<file path="src/rtl/ee354_gcd_pkg.sv">
// Shared types and constants for the ee354_GCD operand sequencer.
package ee354_gcd_pkg;

   localparam int W_DEF = 8;
   localparam int CYC_W = 8;
   localparam logic [CYC_W-1:0] CYC_SAT = 8'd255;

   typedef enum logic [2:0] {
      S_IDLE   = 3'd0,
      S_LAUNCH = 3'd1,
      S_WAIT   = 3'd2,
      S_ACK    = 3'd3,
      S_OUT    = 3'd4
   } state_e;

   function automatic logic [CYC_W-1:0] cyc_sat_inc(input logic [CYC_W-1:0] c);
      return (c == CYC_SAT) ? c : c + 1'b1;
   endfunction

endpackage

</file>
<file path="src/rtl/ee354_gcd_opfifo.sv">
// Operand-pair FIFO with clock enable; pointers wrap naturally since DEPTH is a power of two.
module ee354_gcd_opfifo #(
   parameter int DEPTH = 4,
   parameter int DW    = 16
) (
   input  logic          Clk,
   input  logic          Reset,
   input  logic          CEN,
   input  logic          push_i,
   input  logic [DW-1:0] wdata_i,
   input  logic          pop_i,
   output logic [DW-1:0] rdata_o,
   output logic          full_o,
   output logic          empty_o
);
   localparam int AW = $clog2(DEPTH);

   logic [DW-1:0] mem_q [DEPTH];
   logic [AW-1:0] wr_ptr_q, rd_ptr_q;
   logic [AW:0]   count_q, count_d;
   logic          do_push, do_pop;

   assign full_o  = (count_q == (AW+1)'(DEPTH));
   assign empty_o = (count_q == '0);
   // A push on a full FIFO is refused even when a pop happens the same cycle.
   assign do_push = CEN & push_i & ~full_o;
   assign do_pop  = CEN & pop_i & ~empty_o;
   assign rdata_o = mem_q[rd_ptr_q];

   always_comb begin
      count_d = count_q;
      case ({do_push, do_pop})
         2'b10:   count_d = count_q + 1'b1;
         2'b01:   count_d = count_q - 1'b1;
         default: count_d = count_q;
      endcase
   end

   always_ff @(posedge Clk) begin
      if (do_push) mem_q[wr_ptr_q] <= wdata_i;
   end

   always_ff @(posedge Clk or posedge Reset) begin
      if (Reset) begin
         wr_ptr_q <= '0;
         rd_ptr_q <= '0;
         count_q  <= '0;
      end else begin
         if (do_push) wr_ptr_q <= wr_ptr_q + 1'b1;
         if (do_pop)  rd_ptr_q <= rd_ptr_q + 1'b1;
         count_q <= count_d;
      end
   end

endmodule

</file>
<file path="src/rtl/ee354_gcd_sequencer.sv">
// Front end for the ee354_GCD core: queues operand pairs, runs one job at a time, returns results.
// Optional watchdog enabled by defining GCD_SEQ_TIMEOUT_EN.
module ee354_gcd_sequencer
   import ee354_gcd_pkg::*;
#(
   parameter int DEPTH = 4,
   parameter int W     = W_DEF
) (
   input  logic             Clk,
   input  logic             Reset,
   input  logic             CEN,
   input  logic             In_Valid,
   output logic             In_Ready,
   input  logic [W-1:0]     In_A,
   input  logic [W-1:0]     In_B,
   output logic [W-1:0]     Gcd_Ain,
   output logic [W-1:0]     Gcd_Bin,
   output logic             Gcd_Start,
   output logic             Gcd_Ack,
   input  logic             Gcd_q_Sub,
   input  logic             Gcd_q_Done,
   input  logic [W-1:0]     Gcd_Result,
   output logic             Out_Valid,
   input  logic             Out_Ready,
   output logic [W-1:0]     Out_A,
   output logic [W-1:0]     Out_B,
   output logic [W-1:0]     Out_Gcd,
   output logic [CYC_W-1:0] Out_Cycles,
   output logic             Out_Err,
   output logic             Busy
);
   localparam int PW = 2 * W;

   state_e           state_q;
   logic [W-1:0]     op_a_q, op_b_q, res_q;
   logic [CYC_W-1:0] cyc_q;
   logic             start_q, ack_q, out_valid_q, busy_q, sub_seen_q;
   logic             fifo_full, fifo_empty;
   logic [PW-1:0]    fifo_rdata;
   logic [W-1:0]     head_a, head_b;
`ifdef GCD_SEQ_TIMEOUT_EN
   logic             err_q;
   logic [CYC_W-1:0] wd_q;
`endif

   ee354_gcd_opfifo #(.DEPTH(DEPTH), .DW(PW)) u_opfifo (
      .Clk     (Clk),
      .Reset   (Reset),
      .CEN     (CEN),
      .push_i  (In_Valid),
      .wdata_i ({In_A, In_B}),
      .pop_i   (state_q == S_IDLE),
      .rdata_o (fifo_rdata),
      .full_o  (fifo_full),
      .empty_o (fifo_empty)
   );

   assign head_a = fifo_rdata[PW-1:W];
   assign head_b = fifo_rdata[W-1:0];

   assign In_Ready   = ~fifo_full;
   assign Gcd_Ain    = op_a_q;
   assign Gcd_Bin    = op_b_q;
   assign Gcd_Start  = start_q;
   assign Gcd_Ack    = ack_q;
   assign Out_Valid  = out_valid_q;
   assign Out_A      = op_a_q;
   assign Out_B      = op_b_q;
   assign Out_Gcd    = res_q;
   assign Out_Cycles = cyc_q;
   assign Busy       = busy_q;
`ifdef GCD_SEQ_TIMEOUT_EN
   assign Out_Err    = err_q;
`else
   assign Out_Err    = 1'b0;
`endif

   // Every register is gated by CEN, so a pulse held across disabled cycles completes on the next enabled edge.
   always_ff @(posedge Clk or posedge Reset) begin
      if (Reset) begin
         state_q     <= S_IDLE;
         op_a_q      <= '0;
         op_b_q      <= '0;
         res_q       <= '0;
         cyc_q       <= '0;
         start_q     <= 1'b0;
         ack_q       <= 1'b0;
         out_valid_q <= 1'b0;
         busy_q      <= 1'b0;
         sub_seen_q  <= 1'b0;
`ifdef GCD_SEQ_TIMEOUT_EN
         err_q       <= 1'b0;
         wd_q        <= '0;
`endif
      end else if (CEN) begin
         case (state_q)
            S_IDLE: begin
               if (!fifo_empty) begin
                  op_a_q <= head_a;
                  op_b_q <= head_b;
                  cyc_q  <= '0;
                  busy_q <= 1'b1;
`ifdef GCD_SEQ_TIMEOUT_EN
                  err_q  <= 1'b0;
`endif
                  // A zero operand needs no core run: gcd(0,x) = x.
                  if (head_a == '0 || head_b == '0) begin
                     res_q       <= (head_a == '0) ? head_b : head_a;
                     out_valid_q <= 1'b1;
                     state_q     <= S_OUT;
                  end else begin
                     start_q <= 1'b1;
                     state_q <= S_LAUNCH;
                  end
               end
            end
            S_LAUNCH: begin
               start_q    <= 1'b0;
               cyc_q      <= '0;
               sub_seen_q <= 1'b0;
`ifdef GCD_SEQ_TIMEOUT_EN
               wd_q       <= '0;
`endif
               state_q    <= S_WAIT;
            end
            S_WAIT: begin
               if (Gcd_q_Sub || sub_seen_q) cyc_q <= cyc_sat_inc(cyc_q);
               if (Gcd_q_Sub) sub_seen_q <= 1'b1;
               if (Gcd_q_Done) begin
                  res_q   <= Gcd_Result;
                  ack_q   <= 1'b1;
                  state_q <= S_ACK;
               end
`ifdef GCD_SEQ_TIMEOUT_EN
               else if (wd_q == CYC_SAT - 1'b1) begin
                  res_q   <= '0;
                  cyc_q   <= CYC_SAT;
                  err_q   <= 1'b1;
                  ack_q   <= 1'b1;
                  state_q <= S_ACK;
               end else begin
                  wd_q <= wd_q + 1'b1;
               end
`endif
            end
            S_ACK: begin
               ack_q       <= 1'b0;
               out_valid_q <= 1'b1;
               state_q     <= S_OUT;
            end
            S_OUT: begin
               if (Out_Ready) begin
                  out_valid_q <= 1'b0;
                  busy_q      <= 1'b0;
                  state_q     <= S_IDLE;
               end
            end
            default: begin
               start_q     <= 1'b0;
               ack_q       <= 1'b0;
               out_valid_q <= 1'b0;
               busy_q      <= 1'b0;
               state_q     <= S_IDLE;
            end
         endcase
      end
   end

endmodule
</file>
<file path="config.mk">
export PLATFORM = sky130hd
export DESIGN_NAME = ee354_gcd_sequencer
export DESIGN_NICKNAME = d
export VERILOG_FILES = /design/src/rtl/ee354_gcd_pkg.sv /design/src/rtl/ee354_gcd_opfifo.sv /design/src/rtl/ee354_gcd_sequencer.sv
export SDC_FILE = /design/constraint.sdc
export NUM_CORES = 1
export LEC_CHECK = 0
export ABC_AREA = 1
export ABC_CLOCK_PERIOD_IN_PS = 3000
export CAP_MARGIN = 20
export CORE_MARGIN = 5
export CORE_UTILIZATION = 25
export CTS_BUF_LIST = sky130_fd_sc_hd__clkbuf_8
export CTS_CLUSTER_SIZE = 8
export DETAILED_ROUTE_END_ITERATION = 16
export GPL_TIMING_DRIVEN = 0
export PLACE_DENSITY = 0.45
export SLEW_MARGIN = 25
export SYNTH_ARGS = -nofsm -noshare
export SYNTH_HDL_FRONTEND = slang
export SYNTH_HIERARCHICAL = 1
export SYNTH_SLANG_ARGS = --single-unit
</file>
<file path="constraint.sdc">
create_clock -name Clk -period 3 [get_ports Clk]
set_input_delay 0.45 -clock Clk [delete_from_list [all_inputs] [get_ports Clk]]
set_output_delay 0.45 -clock Clk [all_outputs]
set_load 0.01 [all_outputs]
</file>
==> out/results.txt, run 1 <==
Tot GR Track Use: 11.72%
Int Pwr: 3.600 mW
Total setup buffers inserted after CTS: 0
GPL Wtd Cong: 0.8194
Largest family of logic cells by synthesized area: simple AND/OR/NAND/NOR gates
Post-CTS sizing: 0
Layout Skew: 12.12 ps
FMAX: 0.3965 GHz
Placed Area: 6653 sq um
#FFs+latches synth: 111
Core area: 21,150 sq um
Final min period: 2522 ps
Clock slew at reported path FFs: 110 ps
Period utilization: 84.07%
Synth warn: 6
Synth top cells by count: nand2_1 (181), inv_1 (71), edfxtp_1 (64)
HP Class: primary input to async pin
Combinational Power Share: 50.7%
Clk sinks: 111
Crit. End Element: flop
Residual DRC: 0
Reg power frac: 35.7%
Site row count: 53
Leakage: 3.027 nW
Initial antenna violation count: 0
DR vias: 3,918
WL/cell: 14.92 um
EDFF count, synth: 64
Peak VDD IR: 0.2747 mV
GR Overflow Total: 0
Post-synth cell types: 36
Cts hold-fix bufs: 0
Number of H-tree levels: 3
Arr. time, crit path: 2810 ps
DRT Pass-1 Iters: 4
Most used DFF post-synth: edfxtp_1
Longest Clk Path Bufs: 2
Switch share: 41.97%
Mapped cell area: 5388 sq um
Antenna Cells: 0
Final setup margin: 477.9 ps
Synth Area in Compound Gates: 8.314%
Syn_nets: 602
Simple-Gate Fraction of Synth Area: 21.48%
Fin nets: 701
Slew headroom: 61.86%
Post-DP HPWL: 10,720 um
Hold Fails Final Rpt: 0
Critical path launch point type: flop
Finished Layout Cells: 943
Final wirelength: 14,070 um
Worst-path fanout max: 10
Sequential fraction of the synthesis area: 57.50%
Die height: 156.8 um
CTS tree: built
Leading post-synthesis cells by cell area: edfxtp_1 (36%), dfrtp_1 (22%), nand2_1 (13%), inv_1 (4.9%), o211ai_1 (4.2%)
Ports: 85
Worst hold slack: 349.6 ps
Initial detailed-routing violation count: 212
Area grow syn2layout: 26.78%
Post-Synthesis Cells: 564
Crit path required time: 3290 ps
Initial Util: 25.47%
Worst-Margin Slew: 571.5 ps
Root Driver: clkbuf_8
Pin count of the biggest net entering global routing: 25
Worst skew pair latency: 380 ps
Post-Synth XOR/XNOR Area: 0.3251%
Power Total: 6.203 mW
Endpoints failing setup: 0
Synth area leader: edfxtp_1
Dpl ws: 222.2 ps
RSZ-0062 raised after global routing: false
Max cap viols: 0
Antenna-violating nets left: 0
Setup TNS: 0 ps
Die Area: 24,590 sq um
Mapped Avg Cell Area: 9.553 sq um
Num CTS Buffers: 9
Post-route core utilization: 32.29%
Clk network pwr share: 13.6%
Vias in the first global route: 3,953
Mux cell area share after synthesis: 0%
Vias per inst: 4.155
Crit Path Class: flop to flop
Run status: finished, final reports clean
Final Max Slew Viols: 0
Share of cells above drive strength 1: 13.32%
DIE WIDTH: 156.8 um
Synth Area in Adders: 1.765%
Port bufs: 83
Sw Pwr: 2.604 mW
Area fraction of the dominant cell type after synthesis: 35.67%
Post-synth ARST share: 42.34%
Final instance area: 6830 sq um
Most common cell in the synthesized netlist: nand2_1
Dpl cells: 927
First-pass GRT wire length: 22,050 um
Pwr/cell area: 908.2 nW/um^2
==> worst max-delay path, stage by stage (launching register included) <==
cell	delay, ps
dfrtp_1	470
inv_2	130
nand2_1	70
nor2_2	200
buf_4	220
nand2_1	90
inv_1	100
nand2_1	90
inv_1	80
ha_1	170
inv_1	80
fa_1	430
nand2_1	110
nand3_1	90
nand2_1	60
nand2_1	40
==> placed cells by master (no fill, tap or decap), types with 9 or more instances in the layout <==
master,n
nand2_1,181
clkdlybuf4s50_1,83
inv_1,71
edfxtp_1,64
dfrtp_1,47
o211ai_1,30
nor2_1,29
buf_4,22
nand3_1,19
o21ai_2,10
o21ai_1,10
clkbuf_8,9
==> power by group through the flow <==
stage | Clock [mW] | Combinational (mW) | Sequential, mW
3_5_place_dp | 0 | 3.20 | 2.26
5_1_grt | 0.960 | 3.49 | 2.27
3_3_place_gp | 0 | 3.13 | 2.25
4_1_cts | 0.897 | 3.21 | 2.23
2_1_floorplan | 0 | 1.85 | 2.26
6_report | 0.841 | 3.15 | 2.22
==> layer usage <==
layer | wire, um | share of wire [%] | track usage [%]
met5 | 0 | 0 | 0
met4 | 32 | 0.23 | 1.736
met3 | 628 | 4.5 | 3.125
met2 | 7066 | 50 | 19.89
met1 | 6342 | 45 | 15.37
==> area by class of cell <==
cell class	instances	area, sq um
Fill cell	2202	14320
Multi-Input combinational cell	340	1732
Clock inverter	7	53.80
Timing Repair Buffer	88	910.9
Buffer	36	276.5
Inverter	77	291.5
Clock buffer	9	123.9
Tap cell	275	344.1
Sequential cell	111	3098
==> logic make-up (layout without fill, tap and decap cells) <==
group / count (synthesis) / in the layout
AND/OR/NAND/NOR: 267 / 267
buffers and inverters: 113 / 217
XOR/XNOR: 2 / 2
flip-flops: 111 / 111
other: 1 / 1
adder cells (fa/ha/maj): 7 / 7
AO/OA/AOI/OAI: 63 / 63
==> final timing paths <==
kind,from,end,slack (ps),cells past startpoint
worst max-delay path,state_q[2],u_opfifo/count_q[2],480,15
worst min-delay path,Reset,u_opfifo/rd_ptr_q[1],350,2
worst max register to register,state_q[2],u_opfifo/count_q[2],480,15
worst min register to register,u_opfifo/count_q[1],u_opfifo/count_q[1],490,2
max in group asynchronous,Reset,Out_Gcd[0],2120,3
min in group Clk,u_opfifo/count_q[1],u_opfifo/count_q[1],490,2
==> flip-flops by register name, summed over array words and instances, names as in the netlist, 2 cells and up <==
signal and flops:
Gcd_Ain 8, Out_Gcd 8, Gcd_Bin 8, u_opfifo/rd_ptr_q 2, u_opfifo/mem_q 64, u_opfifo/count_q 3
Out_Cycles 8, u_opfifo/wr_ptr_q 2, state_q 3
(Power assumes the default switching activity.)
==> run 2: changes to the inputs <==
ABC_CLOCK_PERIOD_IN_PS = 2550   (was 3000)
clock period = 2.55 ns   (was 3 ns; I/O delays follow)
==> out/results.txt, run 2 (synthesis gave the netlist of run 1 again) <==
Combinational Power Share: 51.0%
Reg2reg start: state_q[0]
Leakage: 3.031 nW
FMAX: 0.4225 GHz
Area grow syn2layout: 27.12%
Critical path launch point type: flop
Clk network pwr share: 13.5%
Pin count of the biggest net entering global routing: 25
Crit Path Class: flop to flop
Die height: 156.8 um
Final Max Slew Viols: 0
Worst reg2reg setup slack: 180 ps
Crit. End Element: flop
Setup TNS: 0 ps
CP Depth: 15
Max incr delay on CP: 450 ps
Initial antenna violation count: 0
CTS tree: built
Period utilization: 92.82%
Tot GR Track Use: 11.72%
Setup crit end: u_opfifo/count_q[2]
DRT Pass-1 Iters: 5
Antenna-violating nets left: 0
Critical R2R Capture: u_opfifo/count_q[2]
Int Pwr: 4.259 mW
Post-DP HPWL: 10,720 um
Switch share: 41.94%
Most used cell, CP: nand2_1
Worst skew pair latency: 390 ps
Residual DRC: 0
Root Driver: clkbuf_8
Reg power frac: 35.4%
Worst-Margin Slew: 576.9 ps
Max stage delay cell, worst path: dfrtp_2
Initial detailed-routing violation count: 190
Worst-path fanout max: 10
Arr. time, crit path: 2650 ps
Initial Util: 25.47%
Slew headroom: 61.50%
Run status: finished, final reports clean
Fin nets: 702
First-pass GRT wire length: 22,050 um
Ports: 85
Crit path max-delay family: simple AND/OR/NAND/NOR gates
Hold Fails Final Rpt: 0
Num CTS Buffers: 9
WL/cell: 14.93 um
Site row count: 53
Antenna Cells: 0
CP cell instances: inv_2, nand2_1, nor2_4, buf_6, nand2_1, inv_1, nand2_1, inv_1, ha_1, inv_1, fa_1, nand2_1, nand3_1, nand2_1, nand2_1
Worst r2r path cells: 15
Sw Pwr: 3.077 mW
Final wirelength: 14,100 um
GR Overflow Total: 0
Core area: 21,150 sq um
Clk sinks: 111
Longest Clk Path Bufs: 2
Pwr/cell area: 1071 nW/um^2
Commonest non-fill, non-tap cell in the layout: nand2_1
DIE WIDTH: 156.8 um
Final setup margin: 183.0 ps
Crit path from: state_q[0]
Max cap viols: 0
Clock slew at reported path FFs: 110 ps
Layout Skew: 13.63 ps
Peak VDD IR: 0.3230 mV
Top reg by flops: u_opfifo/mem_q
Worst path bufs/invs: 5
Vias in the first global route: 3,953
Port bufs: 83
Share of cells above drive strength 1: 13.75%
Vias per inst: 4.162
Endpoints failing setup: 0
DR vias: 3,929
Number of H-tree levels: 3
HP Class: primary input to async pin
Commonest non-fill, non-tap cells in the layout: nand2_1 (181), clkdlybuf4s50_1 (83), inv_1 (71)
Final min period: 2367 ps
Die Area: 24,590 sq um
Crit path required time: 2840 ps
Max FFs per register: 64
GPL Wtd Cong: 0.8194
Dpl ws: -160.3 ps
run 2: cell count changes in the layout (fill, tap and decap cells not counted):
cell / previous run / this run
dfrtp_2: 0 / 2
dfrtp_1: 47 / 45
nor2_2: 7 / 6
buf_6: 7 / 8
nor2_4: 1 / 2
run 2: worst min-delay path by stage:
stage	endpoint	slack (ps)	depth (start not counted)
floorplan	u_opfifo/count_q[0]	190	1
global placement	u_opfifo/count_q[0]	460	1
detailed placement	Out_Valid	470	2
CTS	u_opfifo/rd_ptr_q[1]	260	2
global route	u_opfifo/rd_ptr_q[1]	270	2
finish	u_opfifo/rd_ptr_q[1]	280	2
run 2: area by class of cell:
type | count | area (sq um)
fillers | 2199 | 14310
flip-flops and latches | 111 | 3100
multi-input cells | 340 | 1737
repair buffers | 89 | 918.4
well taps | 275 | 344.1
inverters | 77 | 291.5
plain buffers | 36 | 280.3
clock buffers | 9 | 123.9
clock inverters | 7 | 53.80
run 2: timing repair:
action                                 4_1_cts  5_1_grt
hold buffers                                 0        0
resized for setup                            0        4
buffers inserted                             0        1
setup endpoints to repair                    0        2
endpoints found under the hold margin        0        0
run 2: metal layers:
layer / part of all wire, % / wire [um] / GRT usage [%]
met2: 50 / 7087 / 19.89
met4: 0.23 / 32 / 1.736
met3: 4.8 / 680 / 3.125
met5: 0 / 0 / 0
met1: 45 / 6295 / 15.37
run 2: power by group through the flow:
stage                     sequential [mW]  clock, mW  combinational (mW)
final                                2.60      0.993                3.74
after global routing                 2.66       1.13                4.15
after CTS                            2.62       1.05                3.78
after detailed placement             2.66          0                3.77
after global placement               2.64          0                3.68
after floorplan                      2.66          0                2.18
run 2: through the flow:
| step | util [%] | hold slack [ps] | instance area, sq um | std cells | total power [mW] |
|---|---|---|---|---|---|
| finish | 32.38 | 281.3 | 6849 | 944 | 7.335 |
| floorplan | - | 185.9 | 5388 | 564 | 4.836 |
| CTS | 32.29 | 261.3 | 6830 | 943 | 7.451 |
| global placement | 31.02 | 461.6 | 6563 | 922 | 6.322 |
| detailed placement | 31.45 | 471.9 | 6653 | 927 | 6.424 |
| global route | 32.38 | 274.3 | 6849 | 944 | 7.944 |
==> run 3: changes to the inputs <==
CELL_PAD_IN_SITES_DETAIL_PLACEMENT = 1   (was unset)
CELL_PAD_IN_SITES_GLOBAL_PLACEMENT = 2   (was unset)
DONT_BUFFER_PORTS = 1   (was unset)
PLACE_DENSITY = unset   (was 0.45)
PLACE_DENSITY_LB_ADDON = 0.1   (was unset)
==> out/results.txt, run 3 (synthesis gave the netlist of run 1 again) <==
Ports: 85
Critical path launch point type: flop
Antenna Cells: 0
CTS tree: built
Most used cell, CP: nand2_1
Run status: finished, final reports clean
Site row count: 53
Vias per inst: 4.333
Final wirelength: 14,820 um
WL/cell: 17.19 um
HP Class: primary input to flop
Worst-path fanout max: 10
Max FFs per register: 64
Max stage delay cell, worst path: dfrtp_2
Number of H-tree levels: 3
Initial detailed-routing violation count: 172
Reg2reg start: state_q[0]
Final min period: 2357 ps
Crit path from: state_q[0]
Initial Util: 25.47%
Worst-Margin Slew: 651.0 ps
Crit path required time: 2830 ps
GR Overflow Total: 0
HP Start: CEN
DRT Pass-1 Iters: 4
Hold Fails Final Rpt: 0
Arr. time, crit path: 2640 ps
Pwr/cell area: 1124 nW/um^2
DR vias: 3,735
Crit Path Class: flop to flop
Port bufs: 0
Max incr delay on CP: 460 ps
Vias in the first global route: 3,979
Tot GR Track Use: 12.44%
Pin count of the biggest net entering global routing: 26
Leakage: 2.726 nW
Final setup margin: 193.2 ps
Num CTS Buffers: 9
Commonest non-fill, non-tap cells in the layout: nand2_1 (181), inv_1 (72), edfxtp_1 (64)
Final Max Slew Viols: 0
First-pass GRT wire length: 23,050 um
Die Area: 24,590 sq um
Peak VDD IR: 0.2678 mV
Residual DRC: 0
Clk sinks: 111
Slew headroom: 56.54%
Commonest non-fill, non-tap cell in the layout: nand2_1
Endpoints failing setup: 0
Post-route core utilization: 28.53%
FMAX: 0.4243 GHz
Root Driver: clkbuf_8
Area grow syn2layout: 12.03%
Core area: 21,150 sq um
Die height: 156.8 um
Crit. End Element: flop
Top reg by flops: u_opfifo/mem_q
Share of cells above drive strength 1: 15.84%
Period utilization: 92.42%
Clock slew at reported path FFs: 110 ps
GPL Wtd Cong: 0.7090
Initial antenna violation count: 0
CP cell instances: inv_2, nand2_1, nor2_4, buf_6, nand2_1, inv_1, nand2_1, inv_1, ha_1, inv_1, fa_1, nand2_1, nand3_1, nand2_1, nand2_1
Antenna-violating nets left: 0
Post-DP HPWL: 11,060 um
Fin nets: 620
DIE WIDTH: 156.8 um
Longest Clk Path Bufs: 2
Max cap viols: 0
Power Total: 6.787 mW
Layout Skew: 21.22 ps
RSZ-0062 raised after global routing: false
Dpl ws: 21.26 ps
Worst skew pair latency: 400 ps
## run 3: per-layer routing
layer / wire [um] / up-vias / part of all wire, % / track usage [%]
met3: 780 / 13 / 5.3 / 3.153
met2: 7231 / 69 / 49 / 20.97
li1: - / 1832 / - / -
met5: 0 / - / 0 / 0
met1: 6612 / 1821 / 45 / 15.75
met4: 195 / 0 / 1.3 / 3.719
## run 3: path summary, 6_finish.rpt
path / cells after the start / slack, ps / endpoint
max in group asynchronous: 3 / 1470 / Gcd_Ain[6]
worst min-delay path: 1 / 60 / sub_seen_q
worst max-delay path: 15 / 190 / u_opfifo/count_q[2]
worst max register to register: 15 / 190 / u_opfifo/count_q[2]
worst min register to register: 1 / 480 / u_opfifo/count_q[0]
min in group asynchronous: 2 / 420 / u_opfifo/rd_ptr_q[1]
## run 3: area by class of cell
type                            count  area, sq um
Clock buffer                        9        123.9
Fill cell                        2407        15120
Buffer                             36        280.3
Inverter                           77        294.0
Timing Repair Buffer                7        93.84
Sequential cell                   111         3100
Tap cell                          275        344.1
Multi-Input combinational cell    340         1744
Clock inverter                      7        55.05
## run 3: metrics by stage
step	instance area, sq um	TNS, ps	instances	hold WS (ps)
3_3_place_gp	5732	-3031	839	254.2
2_1_floorplan	5388	0	564	185.9
4_1_cts	6005	0	860	36.00
3_5_place_dp	5816	0	843	254.3
6_report	6036	0	862	61.54
5_1_grt	6036	0	862	32.88
## run 3: worst max-delay path, delay by kind of cell (launching register included)
kind	cells	cell delay [ps]
buffers and inverters	5	490
DFF	1	460
adders and majority gates	2	610
and+or+nand+nor	8	690
## run 3: what timing repair did
| item | CTS | global route |
|---|---|---|
| hold buffers | 1 | 0 |
| setup endpoints to repair | 0 | 4 |
| resized for setup | 0 | 6 |
| hold endpoints to repair | 31 | 0 |
| buffers inserted | 0 | 2 |
## run 3: report_power, final
group	switching, mW	total, mW	internal [mW]
clock network	0.681	1.05	0.371
registers	0.411	2.73	2.32
logic	1.98	3.01	1.03
total	3.07	6.79	3.72
==> RTL change 1, RTL diff (config.mk and constraints of run 1) <==
Set the package constant `W_DEF` to 12 (it was 8).
--- a/src/rtl/ee354_gcd_pkg.sv
+++ b/src/rtl/ee354_gcd_pkg.sv
@@ -1,7 +1,7 @@
 // Shared types and constants for the ee354_GCD operand sequencer.
 package ee354_gcd_pkg;
 
-   localparam int W_DEF = 8;
+   localparam int W_DEF = 12;
    localparam int CYC_W = 8;
    localparam logic [CYC_W-1:0] CYC_SAT = 8'd255;
 
Ports: changed (8 resized); port bits go from 85 to 117. The function was not compared with the original's and may differ.
==> RTL change 1 against run 1 <==
Synthesized cell count grew 34%; routed wire length increased by 43%; area after synthesis grew 41%; design area is 43% higher; clock skew is 0.012 ns higher; die area grew 38%; sequential cell count up 44; total power is 51% higher; worst setup slack improved by 0.15 ns; sequential power grew 40%; combinational power grew 49%.
==> RTL change 1: results (changes against run 1) <==
syn nets 806 (+34%); top cells by area, synth edfxtp_1, dfrtp_1, nand2_1, inv_1, o21ai_2; met3 WL 1084 um (+73%); sequential area share after synthesis 57.30% (-0.20 points); Post-synth EDFFs 96 (+50%); vias in the first global route 5,356 (+35%); LEAKAGE 0.004258 uW (+41%); Crit path largest cell delay 0.42 ns (-0.05 ns); H-Tree Depth 4 (+1); top cells by count, synth nand2_1, edfxtp_1, inv_1, dfrtp_1, nor2_1; Flop+latch power 3100 uW (+40%); clock buffer count from CTS 17 (+8); status completed; Comb pwr share 50.2% (-0.5 points); fraction of layout cells with a size suffix above 1 23.46% (+10 points); Wirelength per Cell 15.49 um (+3.8%); largest net degree at the start of global routing 41 (+64%); max FFs per register 96 (+50%); asr flop ratio synth 38.06% (-4.3 points); Total GRT Usage 12.05% (+0.34 points); Worst-Skew Late Latency 0.47 ns (+0.09 ns); global-route met1 utilization 16.68% (+1.3 points); Synth Area in Compound Gates 10.30% (+2.0 points); Met1 Wirelength 9618 um (+52%); Via density 4.112 (-1.0%); R2R setup slack 0.62 ns (+0.15 ns); worst vdd ir 284.2 uV (+3.5%); Post-DP HPWL 14,920 um (+39%); Final nets 945 (+35%); Synth Area in Adders 1.250% (-0.51 points); port buffer count 115 (+39%); M2 GR Usage 19.39% (-0.50 points)
-- RTL change 1: cell count changes in the layout (fill, tap and decap cells not counted), sizes merged, moves of 16 or more --
cell,delta
edfxtp,+32
inv,+44
o211ai,+16
buf,+17
clkdlybuf4s50,+32
nand2,+50
-- RTL change 1: logic make-up after synthesis --
kind of cell	count (synthesis)
compound gates	89
xor+xnor	4
fa+ha+maj	7
buf+inv	168
flops	155
other cells	1
simple gates	332
-- RTL change 1: final cells by class --
type | count | area (sq um)
tap | 390 | 488.0
sequential | 155 | 4359
timing repair buffer | 120 | 1289
multi-input combinational | 433 | 2440
buffer | 52 | 397.9
clock inverter | 15 | 146.4
clock buffer | 17 | 234.0
fill | 3122 | 20080
inverter | 116 | 442.9
-- RTL change 1: metrics by stage --
| stage | cell area (sq um) | power, uW | instances | setup slack, ns | util, % |
|---|---|---|---|---|---|
| after floorplan | 7607 | 5991 | 756 | 0.8896 | - |
| after global placement | 9246 | 7875 | 1261 | -0.9708 | 30.95 |
| after detailed placement | 9417 | 7969 | 1266 | 0.3813 | 31.52 |
| after CTS | 9797 | 9550 | 1298 | 0.5832 | 32.79 |
| after global routing | 9797 | 10100 | 1298 | 0.3250 | 32.79 |
| final | 9797 | 9356 | 1298 | 0.6229 | 32.79 |
-- RTL change 1: worst max-delay path by stage --
| stage | start | to | slack, ns |
|---|---|---|---|
| finish | u_opfifo/rd_ptr_q[0] | Out_Gcd[3] | 0.62 |
| global route | u_opfifo/rd_ptr_q[0] | Out_Gcd[2] | 0.33 |
| CTS | u_opfifo/rd_ptr_q[0] | Out_Gcd[3] | 0.58 |
| detailed placement | CEN | u_opfifo/count_q[2] | 0.38 |
| global placement | CEN | u_opfifo/mem_q[0][14] | -0.97 |
| floorplan | u_opfifo/count_q[0] | u_opfifo/mem_q[0][0] | 0.89 |
==> RTL change 2, RTL diff (flow settings as in run 1) <==
Without the edit above. Re-encode `state_e` (5 states) as one-hot, 5 bits wide.
--- a/src/rtl/ee354_gcd_pkg.sv
+++ b/src/rtl/ee354_gcd_pkg.sv
@@ -5,12 +5,12 @@
    localparam int CYC_W = 8;
    localparam logic [CYC_W-1:0] CYC_SAT = 8'd255;
 
-   typedef enum logic [2:0] {
-      S_IDLE   = 3'd0,
-      S_LAUNCH = 3'd1,
-      S_WAIT   = 3'd2,
-      S_ACK    = 3'd3,
-      S_OUT    = 3'd4
+   typedef enum logic [4:0] {
+      S_IDLE   = 5'b00001,
+      S_LAUNCH = 5'b00010,
+      S_WAIT   = 5'b00100,
+      S_ACK    = 5'b01000,
+      S_OUT    = 5'b10000
    } state_e;
 
    function automatic logic [CYC_W-1:0] cyc_sat_inc(input logic [CYC_W-1:0] c);
Function: same outputs for any inputs over 4 cycles, from zero or initial values and one cycle with Reset high; so few cycles prove little.
==> RTL change 2 against run 1 <==
Sequential cell count up 2; worst setup slack better by 0.17 ns; design area up 4.4%; routed wire length up 3.0%; synthesized cell count up 0.35%; first-iteration DRC count up 0.94%; total power up 10%; final cell count up 2.4%; area after synthesis up 1.5%; die area up 1.4%; largest power group unchanged.
==> RTL change 2: results (changes against run 1) <==
worst vdd ir 463.8 uV (+69%); largest net degree at the start of global routing 23 (-8.0%); status completed; Worst-Skew Late Latency 0.44 ns (+0.06 ns); H-Tree Depth 4 (+1); placed insts 934 (+0.76%); clock buffer count from CTS 17 (+8); DR iter-0 viols 214 (+0.94%); via count 4,103 (+4.7%); library cells used by synthesis 37 (+2.8%); Worst Clk Skew 0.01201 ns (-0.0001106 ns); placed inst area 6730 sq um (+1.2%); R2R setup slack 0.65 ns (+0.17 ns); Total GRT Usage 12.09% (+0.37 points); sequential area share after synthesis 57.61% (+0.11 points); CTS clk-pin slew, worst paths 0.08 ns (-0.03 ns); vias in the first global route 4,294 (+8.6%); Post-Synthesis Mean Instance Area 9.658 sq um (+1.1%); first-pass GRT wire length 22,960 um (+4.2%); LEAKAGE 0.003136 uW (+3.6%); Met1 Wirelength 6358 um (+0.25%); Slew @ Worst Pin 0.5922 ns (+0.02072 ns); Post-DP HPWL 10,950 um (+2.1%); Worst EP arrival 2.65 ns (-0.16 ns); met2 WL 7078 um (+0.17%); Wirelength per Cell 15.00 um (+0.51%); top cells by area, synth edfxtp_1, dfrtp_1, nand2_1, inv_1, o211ai_1; R2R depth 14 (-1)
-- RTL change 2: cell count changes in the layout (fill, tap and decap cells not counted), moves of 9 or more --
cell and change:
o21ai_2 -9, o21ai_0 +9, o21ai_1 -10, nand2_1 -12
-- RTL change 2: cell families after synthesis --
group	after synthesis	share of synthesized area, %
and+or+nand+nor	272	21.70
DFF	113	57.61
buffers and inverters	111	10.21
AOI/OAI and AO/OA	53	6.661
muxes	8	1.854
adders and majority gates	7	1.740
other	1	0.06860
xor gates and xnor gates	1	0.1602
-- RTL change 2: worst paths after layout --
kind                                            from             endpoint
min in group Clk                 u_opfifo/count_q[0]  u_opfifo/count_q[0]
worst min-delay path                           Reset  u_opfifo/count_q[0]
worst max register to register  u_opfifo/rd_ptr_q[0]           state_q[1]
worst max-delay path            u_opfifo/rd_ptr_q[0]           state_q[1]
worst min register to register   u_opfifo/count_q[0]  u_opfifo/count_q[0]
max in group asynchronous                      Reset           Out_Gcd[4]
-- RTL change 2: cell type report --
cell class | instances | area, sq um | share of cell area [%]
Clock buffer | 17 | 234.0 | 3.281
Sequential cell | 113 | 3149 | 44.16
Multi-Input combinational cell | 342 | 1769 | 24.81
Clock inverter | 15 | 167.7 | 2.351
Tap cell | 280 | 350.3 | 4.912
Buffer | 32 | 259.0 | 3.632
Timing Repair Buffer | 88 | 903.4 | 12.67
Inverter | 79 | 299.0 | 4.193
-- RTL change 2: stage by stage --
| stage | utilization (%) | hold slack (ns) | setup TNS [ns] |
|---|---|---|---|
| finish | 32.88 | 0.2993 | 0 |
| global route | 32.88 | 0.3362 | 0 |
| detailed placement | 31.03 | 0.4640 | 0 |
| global placement | 30.65 | 0.4664 | -17.08 |
| floorplan | - | 0.2534 | 0 |
| CTS | 32.88 | 0.2812 | 0 |
-- RTL change 2: layer usage --
metal	vias up	track usage, %
met4	0	4.547
li1	2046	-
met2	106	20.35
met5	-	0
met3	19	3.116
met1	1932	14.91
-- RTL change 2: report_power, final --
| part | internal [uW] | switching [uW] | leakage (uW) |
|---|---|---|---|
| combinational | 1370 | 1720 | 0.00173 |
| clock | 814 | 654 | 0.000196 |
| sequential | 2010 | 266 | 0.00120 |
| total | 4190 | 2640 | 0.00314 |
